`src/rtl/hazard_ctrl_if.sv`:
```
// Hazard-controller bundle: hazard inputs from ID/EX/MEM and the pipeline-register
// enable/clear controls. master = hazard_ctrl, slave = pipeline datapath.
interface hazard_ctrl_if #(
  parameter int REG_W = 5
);
  logic [REG_W-1:0] i_id_rs;
  logic [REG_W-1:0] i_id_rt;
  logic             i_id_uses_rt;
  logic             i_ex_mem_read;
  logic [REG_W-1:0] i_ex_rt;
  logic             i_id_branch_taken;
  logic             i_ex_md_start;
  logic             i_mem_wait;

  // en: 0 = load, 1 = hold; rs: synchronous clear honoured only while en = 0
  logic             o_pc_en;
  logic             o_ifid_en;
  logic             o_idex_en;
  logic             o_exmem_en;
  logic             o_memwb_en;
  logic             o_ifid_rs;
  logic             o_idex_rs;
  logic             o_exmem_rs;
  logic             o_memwb_rs;
  logic             o_md_busy;
  logic [15:0]      o_stall_cnt;

  modport master (
    input  i_id_rs, i_id_rt, i_id_uses_rt, i_ex_mem_read, i_ex_rt,
           i_id_branch_taken, i_ex_md_start, i_mem_wait,
    output o_pc_en, o_ifid_en, o_idex_en, o_exmem_en, o_memwb_en,
           o_ifid_rs, o_idex_rs, o_exmem_rs, o_memwb_rs,
           o_md_busy, o_stall_cnt
  );

  modport slave (
    output i_id_rs, i_id_rt, i_id_uses_rt, i_ex_mem_read, i_ex_rt,
           i_id_branch_taken, i_ex_md_start, i_mem_wait,
    input  o_pc_en, o_ifid_en, o_idex_en, o_exmem_en, o_memwb_en,
           o_ifid_rs, o_idex_rs, o_exmem_rs, o_memwb_rs,
           o_md_busy, o_stall_cnt
  );
endinterface

```
`src/rtl/hazard_ctrl.sv`:
```
// Five-stage MIPS hazard/stall controller: load-use, branch flush, memory wait, mult/div hold.
// Define HAZARD_CTRL_MD_EN to compile in the mult/div EX hold (MD_WAIT state and down-counter).
module hazard_ctrl #(
  parameter int REG_W     = 5,
  parameter int MD_CYCLES = 32,
  parameter int CNT_W     = 6
) (
  input logic           clock,
  input logic           i_reset,
  hazard_ctrl_if.master hz
);

  // Reject configurations where the down-counter cannot hold MD_CYCLES-1
  if ((MD_CYCLES < 2) || ((MD_CYCLES - 1) >= (1 << CNT_W))) begin : g_param_check
    $error("hazard_ctrl: MD_CYCLES must be >= 2 and MD_CYCLES-1 must fit in CNT_W bits");
  end

  logic [REG_W-1:0] id_rs_s;
  logic [REG_W-1:0] id_rt_s;
  logic [REG_W-1:0] ex_rt_s;
  logic             lu_s;
  logic             mds_s;

  assign id_rs_s = hz.i_id_rs;
  assign id_rt_s = hz.i_id_rt;
  assign ex_rt_s = hz.i_ex_rt;

  // Register 0 is hardwired, so a load into it never creates a dependency
  assign lu_s = hz.i_ex_mem_read && (ex_rt_s != {REG_W{1'b0}}) &&
                ((ex_rt_s == id_rs_s) || (hz.i_id_uses_rt && (ex_rt_s == id_rt_s)));

`ifdef HAZARD_CTRL_MD_EN
  localparam logic [0:0]       RUN      = 1'b0;
  localparam logic [0:0]       MD_WAIT  = 1'b1;
  localparam logic [CNT_W-1:0] CNT_LOAD = CNT_W'(MD_CYCLES - 1);
  localparam logic [CNT_W-1:0] CNT_ONE  = {{(CNT_W-1){1'b0}}, 1'b1};
  localparam logic [CNT_W-1:0] CNT_ZERO = {CNT_W{1'b0}};

  logic [0:0]       state_r;
  logic [0:0]       state_nxt_s;
  logic [CNT_W-1:0] cnt_r;
  logic [CNT_W-1:0] cnt_nxt_s;
  logic             md_busy_r;

  // Next state: count down to 1 and hold there until memory is ready, then release
  always_comb begin
    state_nxt_s = state_r;
    cnt_nxt_s   = cnt_r;
    case (state_r)
      RUN: begin
        if (hz.i_ex_md_start) begin
          state_nxt_s = MD_WAIT;
          cnt_nxt_s   = CNT_LOAD;
        end else begin
          state_nxt_s = RUN;
          cnt_nxt_s   = CNT_ZERO;
        end
      end
      MD_WAIT: begin
        if (cnt_r > CNT_ONE) begin
          cnt_nxt_s = cnt_r - CNT_ONE;
        end else if (!hz.i_mem_wait) begin
          state_nxt_s = RUN;
          cnt_nxt_s   = CNT_ZERO;
        end else begin
          cnt_nxt_s = CNT_ONE;
        end
      end
      default: begin
        state_nxt_s = RUN;
        cnt_nxt_s   = CNT_ZERO;
      end
    endcase
  end

  // FSM, counter and the registered busy flag
  always_ff @(posedge clock or posedge i_reset) begin
    if (i_reset) begin
      state_r   <= RUN;
      cnt_r     <= CNT_ZERO;
      md_busy_r <= 1'b0;
    end else begin
      state_r   <= state_nxt_s;
      cnt_r     <= cnt_nxt_s;
      md_busy_r <= (state_nxt_s == MD_WAIT);
    end
  end

  assign mds_s = ((state_r == RUN) && hz.i_ex_md_start) ||
                 ((state_r == MD_WAIT) && (cnt_r != CNT_ONE));
  assign hz.o_md_busy = md_busy_r;
`else
  assign mds_s        = 1'b0;
  assign hz.o_md_busy = 1'b0;
`endif

  logic pc_en_s, ifid_en_s, idex_en_s, exmem_en_s, memwb_en_s;
  logic ifid_rs_s, idex_rs_s, exmem_rs_s, memwb_rs_s;

  // Priority decode: reset, memory wait, mult/div hold, load-use, taken branch
  always_comb begin
    pc_en_s    = 1'b0;
    ifid_en_s  = 1'b0;
    idex_en_s  = 1'b0;
    exmem_en_s = 1'b0;
    memwb_en_s = 1'b0;
    ifid_rs_s  = 1'b0;
    idex_rs_s  = 1'b0;
    exmem_rs_s = 1'b0;
    memwb_rs_s = 1'b0;
    if (i_reset) begin
      ifid_rs_s  = 1'b1;
      idex_rs_s  = 1'b1;
      exmem_rs_s = 1'b1;
      memwb_rs_s = 1'b1;
    end else if (hz.i_mem_wait) begin
      pc_en_s    = 1'b1;
      ifid_en_s  = 1'b1;
      idex_en_s  = 1'b1;
      exmem_en_s = 1'b1;
      memwb_rs_s = 1'b1;
    end else if (mds_s) begin
      pc_en_s    = 1'b1;
      ifid_en_s  = 1'b1;
      idex_en_s  = 1'b1;
      exmem_rs_s = 1'b1;
    end else if (lu_s) begin
      // A taken branch here is dropped; it re-resolves once the load clears
      pc_en_s   = 1'b1;
      ifid_en_s = 1'b1;
      idex_rs_s = 1'b1;
    end else if (hz.i_id_branch_taken) begin
      ifid_rs_s = 1'b1;
    end else begin
      pc_en_s = 1'b0;
    end
  end

  assign hz.o_pc_en    = pc_en_s;
  assign hz.o_ifid_en  = ifid_en_s;
  assign hz.o_idex_en  = idex_en_s;
  assign hz.o_exmem_en = exmem_en_s;
  assign hz.o_memwb_en = memwb_en_s;
  assign hz.o_ifid_rs  = ifid_rs_s;
  assign hz.o_idex_rs  = idex_rs_s;
  assign hz.o_exmem_rs = exmem_rs_s;
  assign hz.o_memwb_rs = memwb_rs_s;

  logic [15:0] stall_cnt_r;

  // Saturating count of cycles in which the PC was held
  always_ff @(posedge clock or posedge i_reset) begin
    if (i_reset) begin
      stall_cnt_r <= 16'h0000;
    end else if (pc_en_s && (stall_cnt_r != 16'hFFFF)) begin
      stall_cnt_r <= stall_cnt_r + 16'h0001;
    end else begin
      stall_cnt_r <= stall_cnt_r;
    end
  end

  assign hz.o_stall_cnt = stall_cnt_r;

endmodule

```
`src/flat_wrapper.sv`:
```
// flat-port wrapper written by rule: the top's interface ports become plain ports
module hazard_ctrl_flat 
#(
  parameter int REG_W     = 5,
  parameter int MD_CYCLES = 32,
  parameter int CNT_W     = 6
)
  (clock, i_reset, hz_i_id_rs, hz_i_id_rt, hz_i_id_uses_rt, hz_i_ex_mem_read, hz_i_ex_rt, hz_i_id_branch_taken, hz_i_ex_md_start, hz_i_mem_wait, hz_o_pc_en, hz_o_ifid_en, hz_o_idex_en, hz_o_exmem_en, hz_o_memwb_en, hz_o_ifid_rs, hz_o_idex_rs, hz_o_exmem_rs, hz_o_memwb_rs, hz_o_md_busy, hz_o_stall_cnt);
  hazard_ctrl_if #(.REG_W(REG_W)) hz_i ();
  input logic clock;
  input logic i_reset;
  input wire logic [$bits(hz_i.i_id_rs)-1:0] hz_i_id_rs;
  input wire logic [$bits(hz_i.i_id_rt)-1:0] hz_i_id_rt;
  input wire logic [$bits(hz_i.i_id_uses_rt)-1:0] hz_i_id_uses_rt;
  input wire logic [$bits(hz_i.i_ex_mem_read)-1:0] hz_i_ex_mem_read;
  input wire logic [$bits(hz_i.i_ex_rt)-1:0] hz_i_ex_rt;
  input wire logic [$bits(hz_i.i_id_branch_taken)-1:0] hz_i_id_branch_taken;
  input wire logic [$bits(hz_i.i_ex_md_start)-1:0] hz_i_ex_md_start;
  input wire logic [$bits(hz_i.i_mem_wait)-1:0] hz_i_mem_wait;
  output wire logic [$bits(hz_i.o_pc_en)-1:0] hz_o_pc_en;
  output wire logic [$bits(hz_i.o_ifid_en)-1:0] hz_o_ifid_en;
  output wire logic [$bits(hz_i.o_idex_en)-1:0] hz_o_idex_en;
  output wire logic [$bits(hz_i.o_exmem_en)-1:0] hz_o_exmem_en;
  output wire logic [$bits(hz_i.o_memwb_en)-1:0] hz_o_memwb_en;
  output wire logic [$bits(hz_i.o_ifid_rs)-1:0] hz_o_ifid_rs;
  output wire logic [$bits(hz_i.o_idex_rs)-1:0] hz_o_idex_rs;
  output wire logic [$bits(hz_i.o_exmem_rs)-1:0] hz_o_exmem_rs;
  output wire logic [$bits(hz_i.o_memwb_rs)-1:0] hz_o_memwb_rs;
  output wire logic [$bits(hz_i.o_md_busy)-1:0] hz_o_md_busy;
  output wire logic [$bits(hz_i.o_stall_cnt)-1:0] hz_o_stall_cnt;
  assign hz_i.i_id_rs = hz_i_id_rs;
  assign hz_i.i_id_rt = hz_i_id_rt;
  assign hz_i.i_id_uses_rt = hz_i_id_uses_rt;
  assign hz_i.i_ex_mem_read = hz_i_ex_mem_read;
  assign hz_i.i_ex_rt = hz_i_ex_rt;
  assign hz_i.i_id_branch_taken = hz_i_id_branch_taken;
  assign hz_i.i_ex_md_start = hz_i_ex_md_start;
  assign hz_i.i_mem_wait = hz_i_mem_wait;
  assign hz_o_pc_en = hz_i.o_pc_en;
  assign hz_o_ifid_en = hz_i.o_ifid_en;
  assign hz_o_idex_en = hz_i.o_idex_en;
  assign hz_o_exmem_en = hz_i.o_exmem_en;
  assign hz_o_memwb_en = hz_i.o_memwb_en;
  assign hz_o_ifid_rs = hz_i.o_ifid_rs;
  assign hz_o_idex_rs = hz_i.o_idex_rs;
  assign hz_o_exmem_rs = hz_i.o_exmem_rs;
  assign hz_o_memwb_rs = hz_i.o_memwb_rs;
  assign hz_o_md_busy = hz_i.o_md_busy;
  assign hz_o_stall_cnt = hz_i.o_stall_cnt;
  hazard_ctrl #(.REG_W(REG_W), .MD_CYCLES(MD_CYCLES), .CNT_W(CNT_W)) u_core (.clock(clock), .i_reset(i_reset), .hz(hz_i));
endmodule
```
`config.mk`:
```
export PLATFORM = sky130hd
export DESIGN_NAME = hazard_ctrl_flat
export DESIGN_NICKNAME = d
export VERILOG_FILES = /design/src/rtl/hazard_ctrl_if.sv /design/src/rtl/hazard_ctrl.sv /design/src/flat_wrapper.sv
export SDC_FILE = /design/constraint.sdc
export NUM_CORES = 1
export LEC_CHECK = 0
export BUFFER_PORTS_ARGS = -buffer_cell sky130_fd_sc_hd__clkbuf_2
export CORE_ASPECT_RATIO = 1.75
export CORE_MARGIN = 2
export CORE_UTILIZATION = 30
export CTS_BUF_LIST = sky130_fd_sc_hd__clkbuf_16
export DETAILED_ROUTE_END_ITERATION = 8
export MAX_ROUTING_LAYER = met4
export PLACE_DENSITY = 0.59
export SYNTH_ARGS = -nofsm -noshare
export SYNTH_HDL_FRONTEND = slang
export SYNTH_SLANG_ARGS = --single-unit
```
`constraint.sdc`:
```
create_clock -name clock -period 2.1 [get_ports clock]
set_input_delay 0.21 -clock clock [delete_from_list [all_inputs] [get_ports clock]]
set_output_delay 0.21 -clock clock [all_outputs]
set_load 0.02 [all_outputs]
```
==> key figures, run 1 <==
Run status
  – Outcome: finished, final reports clean

Clocking
  – Clock Tree Buf Depth: 2
  – CTS Hold Bufs: 0
  – Clk root buf: clkbuf_16
  – Clock Latency Late Sink: about 250 ps
  – PostCTS Resize Cnt: 0
  – Setup Fix Bufs, Post-CTS: 0
  – TritonCTS buffer count: 3
  – CTS H-tree depth: 1
  – CTS sink count: 16
  – CTS tree: done
  – Worst-path clk slew: 50 ps

Synthesis
  – Synth top area share: 39.5%
  – Sequential element share of the synthesized area: 39.5%
  – Top cells by area, synth: dfrtp_1 (39%), xnor2_1 (11%), xor2_1 (9.5%)
  – Yosys cell types: 31
  – Post-synth top area cell: dfrtp_1
  – Yosys warning count: 0
  – Avg Cell Area, Syn: 9.66 um2
  – Synth Register Bits: 16
  – Synthesized instance count: 105
  – Mapped Area: 1010 um2

Cells and area
  – Layout cell share with drive strength beyond 1: 37.9%
  – Fin area: 1360 um2
  – Max reg flops: 16
  – Final #Nets: 177
  – Area Growth Syn to Fin: 34.3%
  – Diode count: 0

STA
  – Final hold vios: 0
  – Tmin final: between 1500 and 2000 ps
  – RSZ-0062 raised after global routing: false
  – Slew Limit Fails: 0
  – Fmax: slightly above 500 MHz
  – Final worst slack: 173 ps
  – Post-route setup TNS: 0 ps
  – Final clock skew: 1.30 ps
  – Crit share post-route: 91.8%
  – Count of final setup violators: 0

Critical path
  – Worst Path Arrival: 1720 ps
  – Crit path from: hz_i_ex_rt[0]
  – CP peak stage delay: 530 ps
  – CP endpoint kind: output port
  – Slowest CP cell: or4_1
  – CP Data Required Time: 1890 ps
  – Crit path kind: primary input to output port
  – Crit path launch type: primary input
  – Cells along the critical path: clkbuf_2, or4_1, o21a_1, a21oi_1, buf_4, nand2_1, nand2_1, clkbuf_2
  – Critical path peak fanout: 5
  – Reg2reg start: u_core.hz.o_stall_cnt[0]

Placed design
  – Area after DPL: 1280 um2
  – Routability cong.: a little under 0.8
  – Placement Setup Slack: 165 ps
  – # port buffers: 44
  – DP Wirelength: 2040 um

Power
  – Switching share of power: 33.5%
  – Tot Pwr: 1.13 mW
  – Flop pwr share: a little under two fifths
  – Gate power share: around 28%
  – Cell Int Power: 0.749 mW
  – Worst VDD drop: 0.000497 V
  – Clock Power Share: 33.3%
  – Psw: about 0.38 mW
  – Pleak: 0.695 nW
  – PD cells: 827 nW/um2

Die
  – Initial Util: between 30 and 40%
  – Die ar.: 3880 um2
  – Area of the core: 3290 um2
  – Chip width: 48.0 um
  – Rows: 28
  – IO Pins: 48
  – Chip Height: slightly above 80 um

Global route
  – GRT Util Overall: 13.8%
  – Antenna violations before repair: 0
  – Grt ovf: 0
  – Vias in the first global route: approximately 940
  – Largest net degree at the start of global routing: 13
  – First-pass GRT wire length: roughly 3800 um

Route
  – Post-route DRC violation count: 0
  – Via count: 929
  – Routed Wire Length: 2430 um
  – Initial DRC count: 19
  – Drt via density: between 4 and 5
  – Antenna Violating Nets Remaining: 0
  – Drt wl/cell: roughly 12 um
  – DRT Pass-1 Iters: 4

Min path
  – Worst hold path class: primary input to asynchronous set/reset pin

Run
  – MaxCap Viol Count: 0
## cell usage after synthesis
library cell  count
a21boi_4          1
a21oi_1           1
and2_1            1
and3_1            1
and4_1            3
and4_4            1
buf_4             5
buf_6             1
conb_1            1
dfrtp_1          16
ha_1              1
inv_1             2
mux2_2            1
mux2i_1           1
nand2_1          11
nand2b_1          1
nand3_1           7
nand4_1           3
nor2_1            5
nor2b_1           1
nor3_1            5
nor3b_1           1
nor4_1            3
nor4b_1           1
o21a_1            1
o21ai_0           2
o22ai_2           1
or2_2             2
or4_1             1
xnor2_1          13
xor2_1           11
## worst max-delay path, delay by kind of cell
family,cells,cell delay (ps)
AND/OR/NAND/NOR,3,640
buffers and inverters,3,450
AO/OA/AOI/OAI,2,420
## per-stage QoR
| stage | instances | utilization, % | hold slack (ps) |
|---|---|---|---|
| after CTS | 198 | 41.4 | 36.7 |
| after global routing | 198 | 41.4 | 94.9 |
| after floorplan | 106 | - | 152 |
| after global placement | 194 | 39.0 | 286 |
| after detailed placement | 194 | 39.0 | 299 |
| final | 198 | 41.4 | 33.3 |
## cells by family (layout without fill, tap and decap cells)
group                    Yosys count  in the layout  share of synthesized area, %
AO/OA/AOI/OAI                      6              6                          5.30
XOR/XNOR                          24             24                          20.7
adder cells (fa/ha/maj)            1              1                          1.23
buffers and inverters              8             55                          5.55
flip-flops                        16             16                          39.5
multiplexers                       2              2                          2.10
other                              1              2                         0.370
AND/OR/NAND/NOR                   47             47                          25.3
## path summary, 6_finish.rpt
path | to | slack [ps] | cells past startpoint
max reg2reg | u_core.hz.o_stall_cnt[15] | 300 | 6
max in group asynchronous | u_core.hz.o_stall_cnt[2] | 1890 | 3
min reg2reg | u_core.hz.o_stall_cnt[15] | 490 | 1
min in group clock | u_core.hz.o_stall_cnt[12] | 360 | 3
max | hz_o_ifid_rs | 170 | 8
min | u_core.hz.o_stall_cnt[11] | 30 | 3
## placed cells by master, fill, tap and decap left out, drive strengths merged, types with 2 or more instances in the layout
| cell | instances |
|---|---|
| clkbuf | 47 |
| nand4 | 3 |
| nand3 | 7 |
| nand2 | 11 |
| conb | 2 |
| o21ai | 2 |
| xnor2 | 13 |
| xor2 | 11 |
| nor4 | 3 |
| dfrtp | 16 |
| buf | 5 |
| inv | 2 |
| nor3 | 5 |
| or2 | 2 |
| nor2 | 5 |
| and4 | 4 |
## area by class of cell
type                       count  area [um2]
tap                           45        56.3
inverter                       2        7.51
sequential                    16         400
fill                         357        1930
timing repair buffer          49         258
multi-input combinational     82         562
clock inverter                 1        3.75
clock buffer                   3        75.1
## layer usage
metal / share of wire (%) / GRT usage (%) / vias up
met5: 0 / - / -
met4: 1.6 / 6.49 / 0
met3: 7.5 / 1.56 / 4
met2: 56 / 26.1 / 41
met1: 35 / 12.5 / 429
li1: - / - / 455
## power by group through the flow
stage          clock (mW)  combinational (mW)  sequential (mW)
2_1_floorplan           0               0.142            0.494
3_3_place_gp            0               0.319            0.437
3_5_place_dp            0               0.324            0.437
4_1_cts             0.383               0.326            0.432
5_1_grt             0.393               0.352            0.442
6_report            0.375               0.319            0.432
Note: power is estimated with default switching activity, not from simulation.
==> run 2, diff against run 1 <==
- clock period: 2.1 -> 2.15 ns (I/O delays scaled with it)
==> run 2 against run 1 <==
Compared with the run above: the flow now finishes with violations (negative hold slack); routed wire length grew 4.0%; power shrank 2.7%; first-iteration DRC count shrank 58%; critical path type unchanged; hold slack lost 38 ps; largest power group unchanged; non-clock buffer count shrank 2; global-route usage grew 0.68 points; setup slack gained 51 ps; register-to-register slack gained 40 ps; final cell count shrank 1.0%; via count grew 0.32%.
==> key figures, run 2 (synthesis results as in run 1) <==
Run status
  – Outcome: complete, but fails checks
  – Failing checks: negative hold slack

Clocking
  – TritonCTS buffer count: 3 (unchanged)
  – CTS sink count: 16 (unchanged)
  – Clk root buf: clkbuf_16
  – Clock Latency Late Sink: 240 ps (about the same)
  – Worst-path clk slew: 50 ps (about the same)
  – CTS H-tree depth: 1 (unchanged)
  – Clock Tree Buf Depth: 2 (unchanged)
  – Setup Fix Bufs, Post-CTS: 0 (unchanged)
  – CTS Hold Bufs: 0 (unchanged)
  – PostCTS Resize Cnt: 0 (unchanged)
  – CTS tree: done

Critical path
  – Worst Path Arrival: 1710 ps (about the same)
  – Reg2reg start: u_core.hz.o_stall_cnt[0]
  – CP Data Required Time: 1930 ps (+40 ps)
  – Crit path launch type: primary input
  – CP endpoint kind: output port
  – Crit path from: hz_i_ex_rt[0]
  – Slowest CP cell: or4_1
  – Worst r2r dst: u_core.hz.o_stall_cnt[15]
  – Top Family by Delay on Critical Path: simple AND/OR/NAND/NOR gates
  – CP peak stage delay: 540 ps (about the same)
  – Cells along the critical path: clkbuf_2, or4_1, o21a_1, a21oi_1, buf_4, nand2_1, nand2_1, clkbuf_2
  – Critical path peak fanout: 12 (+7)
  – R2R depth: 6 (unchanged)
  – Crit path kind: primary input to output port
  – WP buf/inv: 3 (unchanged)
  – Worst R2R Setup Slack: 340 ps (+40 ps)

Cells and area
  – Layout cell share with drive strength beyond 1: 37.1% (-0.82 points)
  – Core Util, Final: 40.9% (-0.46 points)
  – Final #Nets: 175 (-1.1%)
  – Fin area: 1350 um2 (-1.1%)
  – Area Growth Syn to Fin: 32.8%
  – Diode count: 0 (unchanged)
  – Max reg flops: 16 (unchanged)
  – Commonest cells after routing, fill and taps aside: clkbuf_2 (44), dfrtp_1 (16), xnor2_1 (13)
  – Most common cell after layout, fill and taps aside: clkbuf_2

Placed design
  – # port buffers: 44 (unchanged)
  – Placement Setup Slack: 137 ps (-28.0 ps)
  – Area after DPL: 1270 um2 (-1.2%)
  – DP Wirelength: 2070 um (+1.3%)
  – Routability cong.: 0.735 (-6.3%)

Run
  – MaxCap Viol Count: 0 (unchanged)

Die
  – Die ar.: 3880 um2 (unchanged)
  – IO Pins: 48 (unchanged)
  – Rows: 28 (unchanged)
  – Initial Util: 30.8% (unchanged)
  – Chip Height: 80.9 um (unchanged)
  – Chip width: 48.0 um (unchanged)
  – Area of the core: 3290 um2 (unchanged)

STA
  – Crit share post-route: 89.6%
  – Final hold vios: 6 (+6)
  – Post-route setup TNS: 0 ps (unchanged)
  – RSZ-0062 raised after global routing: false
  – Final worst slack: 223 ps (+50.8 ps)
  – Tmin final: between 1500 and 2000 ps
  – Hold slack: -5.17 ps (-38.4 ps)
  – Final clock skew: 2.72 ps (+1.42 ps)
  – Fmax: just over 500 MHz
  – Slew Limit Fails: 0 (unchanged)
  – Count of final setup violators: 0 (unchanged)

Route
  – Drt wl/cell: 12.9 um (+5.1%)
  – Drt via density: 4.76 (+1.3%)
  – Routed Wire Length: 2530 um (+4.0%)
  – Antenna Violating Nets Remaining: 0 (unchanged)
  – Post-route DRC violation count: 0 (unchanged)
  – DRT Pass-1 Iters: 4 (unchanged)
  – Initial DRC count: 8 (-11)
  – Via count: 932 (+0.32%)

Global route
  – Vias in the first global route: 981 (+4.3%)
  – First-pass GRT wire length: 3910 um (+4.0%)
  – Largest net degree at the start of global routing: 13 (unchanged)
  – GRT Util Overall: 14.5% (+0.68 points)
  – Antenna violations before repair: 0 (unchanged)
  – Grt ovf: 0 (unchanged)

Power
  – Worst VDD drop: 0.000472 V (-5.1%)
  – Pleak: 0.686 nW (-1.4%)
  – PD cells: 814 nW/um2 (-1.6%)

Min path
  – Worst hold path class: primary input to asynchronous set/reset pin
-- run 2: cell count changes in the layout (fill, tap and decap cells not counted), sizes merged --
cell | previous run | this run
buf | 5 | 3
-- run 2: metrics by stage --
| stage | power (mW) | hold slack, ps | std cells |
|---|---|---|---|
| floorplan | 0.621 | 157 | 106 |
| global placement | 0.736 | 256 | 192 |
| detailed placement | 0.745 | 263 | 192 |
| CTS | 1.11 | 4.44 | 196 |
| global route | 1.16 | 36.7 | 196 |
| finish | 1.10 | -5.17 | 196 |
-- run 2: cell type report --
| type | instances | area [um2] |
|---|---|---|
| clock inverter | 1 | 3.75 |
| timing repair buffer | 47 | 243 |
| tap | 45 | 56.3 |
| clock buffer | 3 | 75.1 |
| inverter | 2 | 7.51 |
| fill | 364 | 1950 |
| multi-input combinational | 82 | 562 |
| sequential | 16 | 400 |
-- run 2: worst max path at each step --
stage	endpoint	slack [ps]	depth (start not counted)
after floorplan	u_core.hz.o_stall_cnt[1]	270	5
after global placement	u_core.hz.o_stall_cnt[1]	150	7
after detailed placement	u_core.hz.o_stall_cnt[1]	140	7
after CTS	hz_o_ifid_rs	220	8
after global routing	hz_o_ifid_rs	140	8
final	hz_o_ifid_rs	220	8
-- run 2: per-layer routing --
metal / track usage (%) / share of wire (%) / vias to the layer above
met2: 26.9 / 56 / 39
met3: 1.33 / 5.6 / 2
met5: - / 0 / -
li1: - / - / 450
met1: 13.1 / 37 / 441
met4: 8.11 / 1.6 / 0
-- run 2: power breakdown --
part	internal, mW	switching (mW)
clock	0.247	0.113
sequential	0.355	0.0697
combinational	0.127	0.184
==> run 3, diff against run 2 <==
--- a/config.mk
+++ b/config.mk
@@ -7,3 +7,2 @@
 export LEC_CHECK = 0
-export BUFFER_PORTS_ARGS = -buffer_cell sky130_fd_sc_hd__clkbuf_2
 export CORE_ASPECT_RATIO = 1.75
@@ -13,4 +12,6 @@
 export DETAILED_ROUTE_END_ITERATION = 8
+export DONT_BUFFER_PORTS = 1
+export GPL_TIMING_DRIVEN = 0
 export MAX_ROUTING_LAYER = met4
-export PLACE_DENSITY = 0.59
+export PLACE_DENSITY = 0.47
 export SYNTH_ARGS = -nofsm -noshare
==> constraint.sdc (replaced) <==
create_clock -name clock -period 2.15 [get_ports clock]
set_input_delay 0.645 -clock clock [delete_from_list [all_inputs] [get_ports clock]]
set_output_delay 0.645 -clock clock [all_outputs]
set_load 0.02 [all_outputs]
==> run 3 against run 2 <==
Compared with the run above: the run ends with negative setup slack left; combinational power shrank 40%; first-iteration DRC count grew 25%; sequential share of layout area grew 0.71 points; sequential power grew 18%; final area shrank 2.3%; setup slack lost 600 ps; flip-flop and latch count is the same; clock power is essentially flat; power shrank 4.2%; final cell count shrank 17%; global-route usage shrank 0.29 points; critical endpoint is now hz_o_pc_en; largest power group unchanged; highest routed layer unchanged.
==> key figures, run 3 (synthesis results as in run 1) <==
Run status
  – Outcome: complete, but fails checks
  – Failing checks: negative setup slack

Critical path
  – CP endpoint kind: output port
  – Crit path launch type: primary input
  – Worst Path Arrival: 1880 ps (+170 ps)
  – R2R depth: 6 (unchanged)
  – CP Data Required Time: 1500 ps (-430 ps)
  – Crit path from: hz_i_ex_rt[4]
  – Crit path kind: primary input to output port
  – Critical path peak fanout: 3 (-9)
  – Reg2reg start: u_core.hz.o_stall_cnt[8]

Global route
  – First-pass GRT wire length: 3770 um (-3.7%)
  – Grt ovf: 0 (unchanged)
  – Largest net degree at the start of global routing: 21 (+8)
  – GRT Util Overall: 14.2% (-0.29 points)
  – Vias in the first global route: 865 (-12%)
  – Antenna violations before repair: 0 (unchanged)

Placed design
  – DP Wirelength: 1820 um (-12%)
  – Routability cong.: 0.694 (-5.6%)
  – # port buffers: 0 (-100%)
  – Placed insts: 151 (-21%)

Cells and area
  – Multi-input logic area: 653 um2 (+16%)
  – Area Growth Syn to Fin: 29.7%
  – Diode count: 0 (unchanged)
  – Final #Nets: 142 (-19%)
  – Non-Filler Instances: 163 (-17%)
  – Layout cell share with drive strength beyond 1: 33.1% (-4.0 points)
  – Most common cell after layout, fill and taps aside: dfrtp_1
  – Storage cell area: 400 um2 (unchanged)
  – Filler cells: 358 (-1.6%)
  – Commonest cells after routing, fill and taps aside: dfrtp_1 (16), xnor2_1 (12), xor2_1 (11), buf_4 (11), nand2_1 (8)
  – Max reg flops: 16 (unchanged)

Route
  – Via count: 818 (-12%)
  – Routed Wire Length: 2440 um (-3.3%)
  – Post-route DRC violation count: 0 (unchanged)
  – Drt via density: 5.02 (+5.5%)
  – Drt wl/cell: 15.0 um (+16%)
  – DRT Pass-1 Iters: 4 (unchanged)
  – Initial DRC count: 10 (+2)
  – Antenna Violating Nets Remaining: 0 (unchanged)

STA
  – Crit share post-route: 118% (+28 points)
  – Tmin final: 2530 ps (+601 ps)
  – Count of final setup violators: 9 (+9)
  – Final hold vios: 0 (-6)
  – Slew Limit Fails: 0 (unchanged)
  – Final clock skew: 5.06 ps (+2.34 ps)
  – Final worst slack: -378 ps (-601 ps)
  – Fmax: 396 MHz (-24%)
  – RSZ-0062 raised after global routing: true
  – Measured slew at the worst slew-check pin: 535 ps
  – Post-route setup TNS: -1690 ps (-1690 ps)
  – Relative slew slack: 64.3%

Clocking
  – CTS Hold Bufs: 0 (unchanged)
  – Clk root buf: clkbuf_16
  – TritonCTS buffer count: 3 (unchanged)
  – CTS tree: done
  – Clock Tree Buf Depth: 2 (unchanged)
  – CTS H-tree depth: 1 (unchanged)
  – CTS sink count: 16 (unchanged)
  – Clock Latency Late Sink: 250 ps (about the same)
  – Worst-path clk slew: 50 ps (about the same)

Die
  – Chip width: 48.0 um (unchanged)
  – Area of the core: 3290 um2 (unchanged)
  – Chip Height: 80.9 um (unchanged)
  – Die ar.: 3880 um2 (unchanged)
  – IO Pins: 48 (unchanged)
  – Initial Util: 30.8% (unchanged)
  – Rows: 28 (unchanged)

Power
  – PD cells: 798 nW/um2 (-1.9%)
  – Pleak: 0.585 nW (-15%)
  – Worst VDD drop: 0.000595 V (+26%)

Min path
  – Worst hold path class: primary input to asynchronous set/reset pin

Run
  – MaxCap Viol Count: 0 (unchanged)
## run 3: cell count changes in the layout (fill, tap and decap cells not counted), sizes merged
| cell | previous run | this run |
|---|---|---|
| clkinvlp | 0 | 1 |
| clkbuf | 47 | 3 |
| buf | 3 | 14 |
| inv | 2 | 1 |
## run 3: worst paths after layout
| kind | end | slack, ps |
|---|---|---|
| setup / recovery | hz_o_pc_en | -380 |
| hold / removal | u_core.hz.o_stall_cnt[5] | 290 |
| setup reg to reg | u_core.hz.o_stall_cnt[11] | 220 |
| hold reg to reg | u_core.hz.o_stall_cnt[15] | 630 |
| max in group asynchronous | u_core.hz.o_stall_cnt[14] | 1570 |
| min in group clock | u_core.hz.o_stall_cnt[12] | 600 |
## run 3: worst max-delay path: stages
cell     delay (ps)
or4_4           510
o21a_1          200
a21oi_2         200
buf_6           150
nor2_4           50
buf_6           130
## run 3: per-stage QoR
step | instance area (um2) | power (mW) | hold slack (ps) | util, % | setup WS (ps)
final | 1320 | 1.05 | 291 | 40.0 | -378
after detailed placement | 1100 | 0.676 | 625 | 33.3 | -491
after global routing | 1320 | 1.10 | 319 | 40.0 | -418
after CTS | 1260 | 1.06 | 298 | 38.1 | -393
after floorplan | 1040 | 0.625 | 589 | - | -374
after global placement | 1100 | 0.667 | 619 | 33.3 | -495
## run 3: what timing repair did
| item | 4_1_cts | 5_1_grt |
|---|---|---|
| buffers inserted | 6 | 2 |
| cloned | 0 | 0 |
| endpoints found under the setup margin | 5 | 11 |
| pin swaps | 5 | 4 |
| resized for setup | 7 | 10 |
## run 3: power by group
part	total [mW]	switching (mW)	internal, mW
registers	0.501	0.148	0.354
logic	0.186	0.0912	0.0953
clock network	0.363	0.116	0.247
total	1.05	0.355	0.696
## run 3: final cells by class
cell class	instances	share of cell area, %
Tap cell	45	4.28
Buffer	6	3.99
Multi-Input combinational cell	82	49.6
Sequential cell	16	30.4
Clock inverter	1	0.285
Clock buffer	3	5.70
Timing Repair Buffer	8	4.85
Inverter	2	0.856
## run 3: layer usage
metal  up-vias  GRT usage, %  wire length (um)
met5         -             -                 0
li1        382             -                 -
met4         0          8.11                56
met2        41          24.0              1360
met3         4          2.67               198
met1       391          14.4               831
